### src/rtl/aes_rr_scheduler.sv
// Round-robin front end sharing one fixed-latency, non-stalling AES-128 pipeline between
// NREQ requesters; a tag pipe running alongside the core routes each ciphertext home.
module aes_rr_scheduler #(
    parameter int NREQ = 4,
    parameter int IDW  = 2,
    parameter int LAT  = 10,
    localparam int CW  = $clog2(LAT + 1)
) (
    input  logic                clk,
    input  logic                rst,
    input  logic [NREQ-1:0]     req_valid,
    input  logic [NREQ*128-1:0] req_p,
    input  logic [NREQ*128-1:0] req_k,
    output logic [NREQ-1:0]     req_ready,
    output logic [127:0]        core_p,
    output logic [127:0]        core_k,
    input  logic [127:0]        core_c,
    input  logic                core_valid,
    output logic                resp_valid,
    output logic [IDW-1:0]      resp_id,
    output logic [127:0]        resp_c,
    output logic [CW-1:0]       inflight,
    output logic                err
);

    logic [IDW-1:0] ptr;
    logic [IDW-1:0] ptr_next;
    logic [IDW-1:0] grant_id;
    logic [IDW-1:0] scan_idx;
    logic           any_req;
    logic           handshake;
    logic [NREQ-1:0] grant;

    logic           tag_v  [LAT];
    logic [IDW-1:0] tag_id [LAT];

    // Scan downward so the closest requester at or after ptr is the last one to win.
    always_comb begin
        grant_id = '0;
        scan_idx = '0;
        any_req  = 1'b0;
        for (int off = NREQ - 1; off >= 0; off--) begin
            scan_idx = IDW'((int'(ptr) + off) % NREQ);
            if (req_valid[scan_idx]) begin
                grant_id = scan_idx;
                any_req  = 1'b1;
            end
        end
    end

    always_comb begin
        grant = '0;
        if (any_req && !rst) begin
            grant[grant_id] = 1'b1;
        end
    end

    assign req_ready = grant;
    assign handshake = any_req & ~rst;
    assign ptr_next  = (int'(grant_id) == NREQ - 1) ? '0 : grant_id + 1'b1;
    assign resp_c    = core_c;

    always_ff @(posedge clk) begin
        if (rst) begin
            core_p <= '0;
            core_k <= '0;
            ptr    <= '0;
        end else if (handshake) begin
            core_p <= req_p[128*grant_id +: 128];
            core_k <= req_k[128*grant_id +: 128];
            ptr    <= ptr_next;
        end
    end

    // The output register after the last slot lines the tag up with core_c LAT edges on.
    always_ff @(posedge clk) begin
        if (rst) begin
            for (int i = 0; i < LAT; i++) begin
                tag_v[i]  <= 1'b0;
                tag_id[i] <= '0;
            end
            resp_valid <= 1'b0;
            resp_id    <= '0;
        end else begin
            tag_v[0]  <= handshake;
            tag_id[0] <= handshake ? grant_id : '0;
            for (int i = 1; i < LAT; i++) begin
                tag_v[i]  <= tag_v[i-1];
                tag_id[i] <= tag_id[i-1];
            end
            resp_valid <= tag_v[LAT-1];
            resp_id    <= tag_id[LAT-1];
        end
    end

    // A block leaves the count as its tag moves into the response register, capping it at LAT.
    always_ff @(posedge clk) begin
        if (rst) begin
            inflight <= '0;
        end else if (handshake && !tag_v[LAT-1] && inflight != CW'(LAT)) begin
            inflight <= inflight + 1'b1;
        end else if (!handshake && tag_v[LAT-1] && inflight != '0) begin
            inflight <= inflight - 1'b1;
        end
    end

    always_ff @(posedge clk) begin
        if (rst) begin
            err <= 1'b0;
        end else if (resp_valid && !core_valid) begin
            err <= 1'b1;
        end
    end

endmodule

### config.mk
export PLATFORM = sky130hd
export DESIGN_NAME = aes_rr_scheduler
export DESIGN_NICKNAME = d
export VERILOG_FILES = /design/src/rtl/aes_rr_scheduler.sv
export SDC_FILE = /design/constraint.sdc
export NUM_CORES = 1
export LEC_CHECK = 0
export ABC_AREA = 1
export ABC_CLOCK_PERIOD_IN_PS = 5100
export CELL_PAD_IN_SITES_DETAIL_PLACEMENT = 1
export CELL_PAD_IN_SITES_GLOBAL_PLACEMENT = 1
export CORE_AREA = 2 2 606 608
export CTS_CLUSTER_SIZE = 8
export DETAILED_ROUTE_END_ITERATION = 10
export DIE_AREA = 0 0 608 610
export GPL_TIMING_DRIVEN = 0
export PLACE_DENSITY = 0.37
export SLEW_MARGIN = 20
export SYNTH_ARGS = -nofsm -noshare
export SYNTH_HDL_FRONTEND = slang
export SYNTH_SLANG_ARGS = --single-unit
### constraint.sdc
create_clock -name clk -period 5.1 [get_ports clk]
set_clock_uncertainty 0.2 [all_clocks]
set_input_delay 1.53 -clock clk [delete_from_list [all_inputs] [get_ports clk]]
set_output_delay 1.53 -clock clk [all_outputs]
set_load 0.02 [all_outputs]
==> flow_metrics.py, run 1 <==
metrics = {
    "route": {
        "drt_iter0_drc": 1501,
        "drt_pass1_iterations": 4,
        "drc_errors": 0,
        "avgRoutedWirePerCell_um": 26.2,
        "vias_per_cell": 3.13,
        "postRouteAntennaNets": 0,
        "vias": 32900,
        "wl_um": 275000,
    },
    "placement": {
        "gp_congestion": 0.902,
        "dpl_cell_area_mm2": 0.0436,
        "dp_hpwl_um": 241000,
        "portBuffers": 1425,
        "dp_slack_ns": -2.70,
    },
    "timing": {
        "fin_crit_sh": 0.972,
        "fmax_mhz": 202,
        "worstMarginPinSlew_ns": 1.11,
        "slew_headroom": 0.259,
        "final-setup-viol-count": 0,
        "fin_hold_ws_ns": 0.202,
        "fin_crit_ns": 4.96,
        "rsz0062_at_grt": "no",
        "setup_ws_ns": 0.144,
        "final-hold-violation-count": 0,
        "slew_violations": 0,
    },
    "setup_path": {
        "reg2reg_slack_ns": 1.24,
        "setup.worst_path.class": "input port to output port",
        "timing.rr.start": "ptr[0]$_SDFFE_PP0P_",
        "cp.arrival_ns": 3.23,
        "reg2reg_depth": 17,
        "endpoint": "req_ready[3]",
        "cp_cell_sequence": "dlygate4sd2_1 > inv_1 > nand2_2 > nand3_4 > inv_2 > o21ai_4 > nor2_8 > inv_8 > buf_16 > ha_4 > inv_6 > nor2_4 > buf_6",
        "end_kind": "output port",
        "critPathMaxStageDelay_ns": 0.30,
        "startpoint": "req_valid[0]",
        "crit_path_max_fanout": 4,
        "reg2reg_to": "core_k[68]$_SDFFE_PP0P_",
        "startpoint_type": "input port",
        "cp_data_required_time_ns": 3.37,
        "cpMaxStageDelayCell": "nor2_8",
    },
    "global_route": {
        "antenna_found_initial": 137,
        "grtUsageTotal": 0.143,
        "grt_pass1_wl_um": 351000,
        "grt_start_max_net_pins": 20,
        "grt_pass1_vias": 35000,
        "overflow": 0,
    },
    "power": {
        "leakage_nw": 21.2,
        "total_power_mw": 28.7,
        "irDropWorstVdd_mv": 0.307,
        "p_per_area_mw_per_mm2": 625,
    },
    "floorplanning": {
        "die_w_um": 608,
        "initial_core_util": 0.0638,
        "pin_count": 1555,
        "core_area_mm2": 0.364,
        "die_h_um": 610,
        "core.rowCount": 222,
        "die_area_mm2": 0.371,
    },
    "run": {
        "drv_cap": 0,
    },
    "clock_tree": {
        "clk_pin_slew_ns": 0.05,
        "cts_buffer_depth": 3,
        "cts_buffers": 52,
        "htree_levels": 2,
        "cts_tree": "yes",
        "clkSinkCount": 296,
        "root_buffer": "clkbuf_16",
        "clock_latency_ns": 0.71,
    },
    "synthesis": {
        "synth_top_area_share": 0.255,
        "netlist_area_mm2": 0.0233,
        "syn_inst": 4090,
        "synth.yosys.warnings": 0,
        "synth-seq-area-share": 0.255,
        "syn_nets": 5256,
        "yosys_register_bits": 296,
        "synth_area_leader_cell": "dfxtp_1",
        "synth-edff-count": 0,
        "synth_area_per_cell_um2": 5.69,
        "synth.most_common_cell": "nand3_1",
        "synthFlopType": "dfxtp_1",
        "synthTopCellsByArea": "dfxtp_1, nand3_1, nand2_1, inv_1, buf_4",
        "synth.distinct_cells": 32,
        "synth_commonest_cells": "nand3_1, nand2_1, inv_1",
        "synth_async_sr_flop_share": 0,
    },
    "status": {
        "status": "complete, no violations",
    },
    "cells_and_area": {
        "fin_util": 0.126,
        "final_cell_area_mm2": 0.0458,
        "fill_cells": 44200,
        "nets": 6752,
        "drive_above_1_share": 0.0847,
        "syn2layout_area_growth_pct": 97.0,
    },
    "hold_path": {
        "min_path_type": "flip-flop to flip-flop",
    },
}
worst max-delay path: cells and delay by family:
family	cells	cell delay, ns
AO/OA/AOI/OAI	1	0.07
adder cells (fa/ha/maj)	1	0.17
buffers and inverters	7	0.85
AND/OR/NAND/NOR	4	0.54
layout by cell type, fill, tap and decap left out, types with 2 or more instances in the layout:
cell type	instances
a21oi_1	6
a31oi_1	2
nor2_2	4
o211ai_1	86
nand3_4	2
clkinv_2	8
nand2_4	2
dfxtp_1	296
inv_6	2
ha_4	2
diode_2	50
buf_12	4
nand3b_1	124
clkdlybuf4s50_1	1417
buf_16	2
buf_1	17
clkbuf_16	52
inv_1	1016
inv_2	8
clkbuf_8	10
nand3_1	1030
buf_2	153
buf_6	16
nand2_1	1011
clkbuf_2	6
nand2_8	2
bufinv_16	6
nand2_2	16
nor2_4	5
buf_4	165
nor2_1	38
inv_4	2
clkbuf_1	84
ha_1	4
o21ai_0	11
metal layers:
layer  wire length, um  up-vias  global-route usage
li1                  -    15400                   -
met1            105000    16000               0.155
met2            145000     1122               0.269
met3             18800      312              0.0433
met4              5680       94              0.0323
met5               612        -                   0
sequential cells by signal (all words and copies together), names as in the netlist:
signal,cells
err,1
tag_v,10
core_k,128
tag_id,20
resp_id,2
inflight,4
ptr,2
resp_valid,1
core_p,128
metrics by stage:
stage | instances | TNS (ns)
4_1_cts | 10400 | 0
2_1_floorplan | 4090 | 0
5_1_grt | 10500 | 0
3_5_place_dp | 10300 | -79.93
3_3_place_gp | 10300 | -145.23
6_report | 10500 | 0
kinds of logic (layout without fill, tap and decap cells):
kind of cell,count (synthesis),count (layout),synth area share
buffers and inverters,1439,2972,0.268
AOI/OAI and AO/OA,108,108,0.0330
DFF,296,296,0.255
and+or+nand+nor,2239,2239,0.440
adders and majority gates,7,7,0.00409
other,0,50,0
xor gates and xnor gates,1,1,0.000376
power breakdown:
| part | switching, mW | total, mW | internal [mW] |
|---|---|---|---|
| combinational | 14.7 | 21.1 | 6.39 |
| clock | 1.60 | 3.90 | 2.31 |
| sequential | 0.501 | 3.65 | 3.15 |
| total | 16.8 | 28.7 | 11.9 |
worst min-delay path by stage:
stage | end | startpoint | slack (ns) | depth (start not counted)
final | tag_v[0][7]$_SDFF_PP0_ | tag_v[0][6]$_SDFF_PP0_ | 0.20 | 2
after global placement | tag_id[1][1]$_SDFF_PP0_ | tag_id[0][1]$_SDFF_PP0_ | 0.20 | 2
after CTS | tag_v[0][7]$_SDFF_PP0_ | tag_v[0][6]$_SDFF_PP0_ | 0.20 | 2
after global routing | tag_id[7][1]$_SDFF_PP0_ | tag_id[6][1]$_SDFF_PP0_ | 0.21 | 2
after detailed placement | tag_v[0][7]$_SDFF_PP0_ | tag_v[0][6]$_SDFF_PP0_ | 0.20 | 2
after floorplan | resp_id[0]$_SDFF_PP0_ | tag_id[9][0]$_SDFF_PP0_ | 0.19 | 2
timing repair:
action	CTS	global route
pin swaps	10	11
gates resized for setup	90	20
buffers inserted	15	3
endpoints found under the setup margin	4	4
hold buffers	0	0
gates cloned	0	0
cell type report:
class	count	area (um^2)	share of cell area
Buffer	408	2450	0.0534
Timing Repair Buffer	1445	14400	0.315
Sequential cell	296	5930	0.129
Antenna cell	50	125	0.00273
Inverter	1028	3880	0.0846
Clock buffer	74	1480	0.0324
Multi-Input combinational cell	2355	11300	0.246
Tap cell	4816	6030	0.131
Clock inverter	17	265	0.00579
Note: power is estimated with default switching activity, not from simulation.
==> inputs of run 2 (changes only) <==
CELL_PAD_IN_SITES_GLOBAL_PLACEMENT = 2   (was 1)
CORE_AREA = 2 2 598 600   (was 2 2 606 608)
DIE_AREA = 0 0 600 602   (was 0 0 608 610)
PLACE_DENSITY = 0.45   (was 0.37)
==> run 2 against run 1 <==
Compared with the run above: global-route usage grew 0.44 points; design area shrank 0.13%; flip-flop and latch count is the same; critical path type unchanged; critical endpoint is now req_ready[0].
==> flow_metrics.py, run 2 (synthesized netlist as in run 1, its figures left out) <==
metrics = {
    "global_route": {
        "grt_pass1_wl_um": 352000,
        "grt_start_max_net_pins": 19,
        "overflow": 0,
        "antenna_found_initial": 124,
        "grt_pass1_vias": 35100,
        "grtUsageTotal": 0.147,
    },
    "route": {
        "drc_errors": 0,
        "drt_pass1_iterations": 7,
        "wl_um": 275000,
        "avgRoutedWirePerCell_um": 26.4,
        "drt_iter0_drc": 1343,
        "vias": 32800,
        "postRouteAntennaNets": 0,
        "vias_per_cell": 3.15,
    },
    "run": {
        "drv_cap": 0,
    },
    "clock_tree": {
        "clock_latency_ns": 0.72,
        "clk_pin_slew_ns": 0.07,
        "holdBufCountCts": 0,
        "cts_tree": "yes",
        "root_buffer": "clkbuf_16",
        "cts_buffer_depth": 3,
        "clkSinkCount": 296,
        "cts_buffers": 55,
        "htree_levels": 2,
    },
    "cells_and_area": {
        "fill_cells": 43000,
        "instances_no_fill": 10400,
        "drive_above_1_share": 0.0837,
        "final_cell_area_mm2": 0.0458,
        "nets": 6757,
        "most-common-layout-cells": "clkdlybuf4s50_1, nand3_1, inv_1",
        "syn2layout_area_growth_pct": 96.8,
        "largestRegisters": "core_k x128, core_p x128, tag_id x20",
        "layout_commonest_cell": "clkdlybuf4s50_1",
    },
    "setup_path": {
        "reg2reg_slack_ns": 1.20,
        "cp_data_required_time_ns": 3.37,
        "crit_path_max_fanout": 4,
        "end_kind": "output port",
        "startpoint_type": "input port",
        "cp.arrival_ns": 3.24,
        "setup.worst_path.class": "input port to output port",
    },
    "floorplanning": {
        "die_w_um": 600,
        "initial_core_util": 0.0656,
        "pin_count": 1555,
        "core.rowCount": 219,
        "die_area_mm2": 0.361,
        "core_area_mm2": 0.355,
        "die_h_um": 602,
    },
    "power": {
        "power.share.sequential": 0.124,
        "p_per_area_mw_per_mm2": 638,
        "leakage_nw": 21.3,
        "irDropWorstVdd_mv": 0.278,
        "p_sw_frac": 0.592,
        "p_int_mw": 11.9,
        "combPwrFrac": 0.737,
        "p_switching_mw": 17.3,
        "total_power_mw": 29.2,
        "clkPwrFrac": 0.139,
    },
    "timing": {
        "setup_ws_ns": 0.133,
        "slew_violations": 0,
        "fin_crit_ns": 4.97,
        "final-hold-violation-count": 0,
        "worstMarginPinSlew_ns": 1.13,
        "final-setup-viol-count": 0,
        "fin_crit_sh": 0.974,
        "fmax_mhz": 201,
        "slew_headroom": 0.248,
    },
    "placement": {
        "gp_congestion": 0.864,
        "dpl_cell_area_mm2": 0.0435,
        "place_inst": 10300,
        "dp_hpwl_um": 240000,
        "portBuffers": 1425,
        "dp_slack_ns": -2.55,
    },
    "hold_path": {
        "min_path_type": "flip-flop to flip-flop",
    },
    "status": {
        "status": "complete, no violations",
    },
}
[run 2: final timing paths]
kind / startpoint / cells after the start / end
worst max-delay path: req_valid[2] / 16 / req_ready[0]
worst min-delay path: tag_v[0][5]$_SDFF_PP0_ / 2 / tag_v[0][6]$_SDFF_PP0_
worst max register to register: ptr[0]$_SDFFE_PP0P_ / 15 / core_p[98]$_SDFFE_PP0P_
worst min register to register: tag_v[0][5]$_SDFF_PP0_ / 2 / tag_v[0][6]$_SDFF_PP0_
[run 2: layout make-up]
cell class	count	area (um^2)	share of cell area
flip-flops and latches	296	5930	0.129
well taps	4751	5940	0.130
clock buffers	77	1590	0.0347
plain buffers	410	2470	0.0540
clock inverters	17	265	0.00579
inverters	1028	3880	0.0848
repair buffers	1445	14400	0.315
multi-input cells	2355	11200	0.244
diodes	34	85.1	0.00186
[run 2: stage by stage]
step	utilization	TNS, ns	hold WS, ns
after detailed placement	0.123	-97.31	0.198
after global placement	0.123	-115.31	0.194
after CTS	0.129	0	0.189
final	0.129	0	0.191
after global routing	0.129	-0.0100	0.211
after floorplan	-	0	0.188
[run 2: repair_timing]
| action | CTS | global route |
|---|---|---|
| endpoints found under the hold margin | 0 | 0 |
| pin swaps | 7 | 3 |
| endpoints found under the setup margin | 7 | 4 |
| buffers inserted | 17 | 0 |
| resized for setup | 83 | 10 |
[run 2: metal layers]
layer / vias up / GRT usage / routed length (um)
li1: 15400 / - / -
met1: 16000 / 0.158 / 103000
met2: 1083 / 0.289 / 151000
met3: 299 / 0.0324 / 15700
met4: 44 / 0.0316 / 5620
met5: - / 0 / 281
[run 2: power groups by stage]
stage	Sequential [mW]	Clock, mW	Combinational [mW]
after detailed placement	3.67	0	22.2
final	3.62	4.05	21.5
after floorplan	4.44	0	9.40
after global placement	3.65	0	22.2
after global routing	3.72	4.34	23.8
after CTS	3.64	4.30	22.8
[run 2: critical path, stage by stage]
cell and delay, ns:
buf_2 0.13, inv_1 0.06, nand2_1 0.09, and2_1 0.17, nor2_2 0.06, inv_2 0.08, nand2_2 0.07, nand2_4 0.10
nand2_8 0.08, buf_12 0.14, buf_16 0.13, inv_6 0.08, ha_1 0.14, inv_1 0.04, nor2_1 0.12, buf_4 0.19
==> inputs of run 3 (changes only) <==
ABC_CLOCK_PERIOD_IN_PS = default   (was 5100)
==> results of run 3 <==
No change in the layout: final DEF, timing and power equal those of run 2.
